`config.mk`:
```
export PLATFORM = sky130hd
export DESIGN_NAME = falling_edge_gen
export DESIGN_NICKNAME = d
export VERILOG_FILES = /design/src/rtl/falling_edge_gen.sv
export SDC_FILE = /design/constraint.sdc
export NUM_CORES = 1
export LEC_CHECK = 0
export BUFFER_PORTS_ARGS = -buffer_cell sky130_fd_sc_hd__buf_2
export CORE_UTILIZATION = 25
export CTS_CLUSTER_DIAMETER = 50
export DETAILED_ROUTE_END_ITERATION = 16
export RECOVER_POWER = 50
export SKIP_LAST_GASP = 1
export SYNTH_ARGS = -nofsm -noshare
export SYNTH_HDL_FRONTEND = slang
export SYNTH_SLANG_ARGS = --single-unit
```
`constraint.sdc`:
```
create_clock -name clk_i -period 5.75 [get_ports clk_i]
set_input_delay 0.575 -clock clk_i [delete_from_list [all_inputs] [get_ports clk_i]]
set_output_delay 0.575 -clock clk_i [all_outputs]
set_load 0.005 [all_outputs]
```
`src/rtl/falling_edge_gen.sv`:
```
// Generates a burst of falling edges with programmable low/high phase lengths.
// The counterpart receiver is a falling-edge detector on the same clock.
//
// state | meaning
// IDLE  | dout held high, waiting for start
// LOW   | low phase; first cycle carries edge_strobe
// HIGH  | high phase; last cycle decides next edge or done
module falling_edge_gen #(
  parameter int LEN_W = 8,
  parameter int CNT_W = 8
) (
  input  logic             clk_i,
  input  logic             rst_i,
  input  logic             start_i,
  input  logic             abort_i,
  input  logic [LEN_W-1:0] low_len_i,
  input  logic [LEN_W-1:0] high_len_i,
  input  logic [CNT_W-1:0] num_edges_i,
  output logic             dout_o,
  output logic             edge_strobe_o,
  output logic             busy_o,
  output logic             done_o,
  output logic [CNT_W-1:0] edge_cnt_o
);

  typedef enum logic [1:0] {IDLE, LOW, HIGH} state_t;

  state_t           state_q, state_d;
  logic [LEN_W-1:0] low_len_q, low_len_d;
  logic [LEN_W-1:0] high_len_q, high_len_d;
  logic [CNT_W-1:0] num_q, num_d;
  logic [LEN_W-1:0] phase_q, phase_d;
  logic [CNT_W-1:0] edge_cnt_q, edge_cnt_d;
  logic             dout_q, dout_d;
  logic             strobe_q, strobe_d;
  logic             busy_q, busy_d;
  logic             done_q, done_d;

  // Phase counter holds the cycles remaining after the current one; a zero
  // length is treated as one cycle, so it loads 0 in that case.
  logic [LEN_W-1:0] low_ld, low_run, high_run;
  assign low_ld   = (low_len_i  == '0) ? '0 : low_len_i  - 1'b1;
  assign low_run  = (low_len_q  == '0) ? '0 : low_len_q  - 1'b1;
  assign high_run = (high_len_q == '0) ? '0 : high_len_q - 1'b1;

  always_comb begin
    state_d    = state_q;
    low_len_d  = low_len_q;
    high_len_d = high_len_q;
    num_d      = num_q;
    phase_d    = phase_q;
    edge_cnt_d = edge_cnt_q;
    dout_d     = dout_q;
    busy_d     = busy_q;
    strobe_d   = 1'b0;
    done_d     = 1'b0;

    case (state_q)
      IDLE: begin
        if (start_i) begin
          if (num_edges_i == '0) begin
            done_d     = 1'b1;
            edge_cnt_d = '0;
          end else begin
            state_d    = LOW;
            low_len_d  = low_len_i;
            high_len_d = high_len_i;
            num_d      = num_edges_i;
            phase_d    = low_ld;
            edge_cnt_d = CNT_W'(1);
            dout_d     = 1'b0;
            strobe_d   = 1'b1;
            busy_d     = 1'b1;
          end
        end
      end
      LOW: begin
        if (phase_q == '0) begin
          state_d = HIGH;
          phase_d = high_run;
          dout_d  = 1'b1;
        end else begin
          phase_d = phase_q - 1'b1;
        end
      end
      HIGH: begin
        if (phase_q != '0) begin
          phase_d = phase_q - 1'b1;
        end else if (edge_cnt_q == num_q) begin
          state_d = IDLE;
          busy_d  = 1'b0;
          done_d  = 1'b1;
        end else begin
          state_d    = LOW;
          phase_d    = low_run;
          edge_cnt_d = edge_cnt_q + 1'b1;
          dout_d     = 1'b0;
          strobe_d   = 1'b1;
        end
      end
      default: begin
        state_d = IDLE;
        dout_d  = 1'b1;
        busy_d  = 1'b0;
      end
    endcase

    // Abort wins over everything but reset and keeps the issued edge count.
    if (abort_i) begin
      state_d    = IDLE;
      phase_d    = '0;
      edge_cnt_d = edge_cnt_q;
      dout_d     = 1'b1;
      strobe_d   = 1'b0;
      busy_d     = 1'b0;
      done_d     = 1'b0;
    end
  end

  always_ff @(posedge clk_i) begin
    if (rst_i) begin
      state_q    <= IDLE;
      low_len_q  <= '0;
      high_len_q <= '0;
      num_q      <= '0;
      phase_q    <= '0;
      edge_cnt_q <= '0;
      dout_q     <= 1'b1;
      strobe_q   <= 1'b0;
      busy_q     <= 1'b0;
      done_q     <= 1'b0;
    end else begin
      state_q    <= state_d;
      low_len_q  <= low_len_d;
      high_len_q <= high_len_d;
      num_q      <= num_d;
      phase_q    <= phase_d;
      edge_cnt_q <= edge_cnt_d;
      dout_q     <= dout_d;
      strobe_q   <= strobe_d;
      busy_q     <= busy_d;
      done_q     <= done_d;
    end
  end

  assign dout_o        = dout_q;
  assign edge_strobe_o = strobe_q;
  assign busy_o        = busy_q;
  assign done_o        = done_q;
  assign edge_cnt_o    = edge_cnt_q;

endmodule

```
==> impl_metrics.toml <==
[sta]
fin_crit_sh_pct = 46.5
rsz0062_at_grt = "false"
period_minus_slack_ns = 2.68
setup-violations-final = 0
fin_ws_ns = 3.07
slew-limit-headroom_pct = 12.9
drv_slew = 0
hold_viol_final = 0
tns_ns = 0
fmax_mhz = 374
skew_ns = 0.00491
tightest_slew_ns = 1.31

[power_and_ir_drop]
pwr-share-comb_pct = 27.0
switching_share_pct = 33.5
leakage_nw = 1.33
cellPowerDensity_mw_per_mm2 = 266
seqPwrFrac_pct = 40.3
internal-power_w = 0.000607
ir_worst_vdd_uv = 151
power.switching_w = 0.000305
clockPowerShare_pct = 32.7

[worst_setup_path]
startpoint_type = "primary input"
r2r_start = "phase_q[0]"
end_kind = "register"
critPathLaunch = "num_edges_i[4]"
rrSetupSlack_ns = 3.13
path_cells = "buf_2 > or4_1 > nor2_1 > or2_0 > nand2_1 > a21oi_1"
critPathMaxFanout = 24
cp_num_buf_inv = 1
cp.depth = 6
max_stage_delay_ns = 1.02
cpLargestDelayFamily = "simple AND/OR/NAND/NOR gates"
critPathRequiredTime_ns = 5.96
crit_arrival_ns = 2.89
cp_slowest_cell = "or2_0"
ff2ff_path_depth = 7
crit_type = "primary input to register"

[detailed_routing]
wl_per_cell_um = 15.0
first_pass_iters = 10
via_count = 2929
antenna_left = 0
first_iter_violations = 235
vias_per_cell = 5.34
drc = 2
wl_um = 8210

[clock_tree]
clock_latency_ns = 0.28
cts_max_level = 2
path_clk_slew_ns = 0.06
postCtsHoldBufs = 0
cts_resized = 0
cts_tree = "done"
numCtsBuffers = 5
cts_buffer_depth = 2
cts_setup_buffers = 0
clockRootBuffer = "clkbuf_16"
clkSinkCount = 46

[floorplanning]
die_y_um = 111
die_w_um = 111
initial_core_util_pct = 26.0
pin_count = 40
fp-row-count = 39
die_area_mm2 = 0.0124
core_area_mm2 = 0.0115

[run_status]
outcome = "finished with violations"
violations = "design-rule violations"

[worst_hold_path]
min_from = "num_q[6]"
whs_path_depth = 2
hold_path_class = "register to register"

[synthesis]
async_flop_share_pct = 0
ys_seq_elements = 46
synth_area_mm2 = 0.00299
synth_flop_cell = "dfxtp_1"
synth_edf_count = 0
seq_area_frac_synth_pct = 30.8
ys_warn_count = 0
syn_inst = 373
syn_area_per_cell_um2 = 8.01
syn_nets = 414
synth.distinct_cells = 62

[job]
drv_cap = 0

[placement]
dp_hpwl_um = 6260
place_congestion = 0.931
place_ws_ns = 3.20
placed_cell_area_mm2 = 0.00330
io_buffers = 39

[grt]
grtUsageTotal_pct = 13.4
first_global_vias = 2758
grt_pass1_wl_um = 13800
grt_max_degree = 31
overflow = 0
antenna_found_initial = 0

[final_layout]
drive_gt1_share_pct = 14.5
multiInputGateArea_mm2 = 0.00191
stdcell_area_mm2 = 0.00343
diodes = 0
syn2layout_area_growth_pct = 14.7
n_fill_cell = 1236
fin_nets = 446
regArea_um2 = 921
per-stage QoR:
stage	hold WS, ns	total power [W]	util, %	std cells
2_1_floorplan	0.448	0.000556	-	373
3_3_place_gp	0.456	0.000620	28.7	541
3_5_place_dp	0.462	0.000622	28.7	541
4_1_cts	0.477	0.000916	30.0	549
5_1_grt	0.502	0.000959	29.8	549
6_report	0.476	0.000912	29.8	549
area by class of cell:
cell class	instances	share of cell area, %
Tap cell	143	5.22
Timing Repair Buffer	40	5.73
Clock buffer	6	4.05
Inverter	18	1.97
Multi-Input combinational cell	294	55.8
Sequential cell	46	26.9
Clock inverter	2	0.365
per-layer routing:
layer | global-route usage [%] | wire length [µm] | vias to the layer above
met2 | 22.0 | 3820 | 76
met5 | 0 | 0 | -
li1 | - | - | 1461
met1 | 17.8 | 3910 | 1376
met4 | 4.50 | 143 | 0
met3 | 1.96 | 336 | 16
cells in the final DEF (no fill, tap or decap), drive strengths merged, types with 10 or more instances in the layout:
master,n
clkbuf,11
nor2,17
nand2,64
a21oi,45
buf,35
o21ai,13
inv,18
dfxtp,46
ha,13
xor2,13
or4,10
synthesized netlist by cell type (all sizes together), types with 4 or more instances:
cell | count | area [µm²]
nor3 | 9 | 45.0
xor2 | 13 | 114
dfxtp | 46 | 921
a21oi | 45 | 225
nand3 | 9 | 45.0
nand2 | 64 | 240
nand2b | 4 | 25.0
o311ai | 5 | 43.8
inv | 18 | 67.6
nor3b | 4 | 30.0
o21ai | 13 | 68.8
a31oi | 9 | 56.3
ha | 13 | 163
a2111oi | 5 | 81.3
o41ai | 4 | 35.0
or4 | 10 | 78.8
a311oi | 7 | 67.6
clkbuf | 12 | 45.0
nor2 | 17 | 80.1
nor4 | 6 | 50.0
o31ai | 7 | 52.6
power by group through the flow:
| stage | sequential [W] | combinational (W) | clock, W |
|---|---|---|---|
| CTS | 0.000367 | 0.000249 | 0.000300 |
| floorplan | 0.000366 | 0.000190 | 0 |
| global route | 0.000371 | 0.000273 | 0.000315 |
| global placement | 0.000373 | 0.000247 | 0 |
| detailed placement | 0.000374 | 0.000248 | 0 |
| finish | 0.000367 | 0.000246 | 0.000298 |
final timing paths:
check	endpoint
max	num_q[0]
min	num_q[6]
max reg2reg	edge_cnt_o[2]
min reg2reg	num_q[6]
worst reg2reg max path: stages, from the launching register on:
cell	delay (ns)
dfxtp_1	0.35
inv_1	0.10
ha_1	0.15
nor4b_1	0.56
nand2_1	0.37
a2111oi_2	0.63
a31oi_1	0.15
a41o_1	0.21
logic make-up (layout without fill, tap and decap cells):
kind of cell    after synthesis  count (layout)  synth area share (%)
simple gates                143             143                  25.5
compound gates              120             120                  28.4
flops                        46              46                  30.8
buf+inv                      33              66                  4.48
xor+xnor                     16              16                  4.69
fa+ha+maj                    13              13                  5.44
mux                           2               2                 0.712
sequential cells by signal, summed over array words and instances, names as in the netlist:
register and flops:
high_len_q 8, dout_o 1, edge_strobe_o 1, done_o 1
busy_o 1, num_q 8, low_len_q 8, state_q 2
edge_cnt_o 8, phase_q 8
Power figures use the tool's default switching activity.
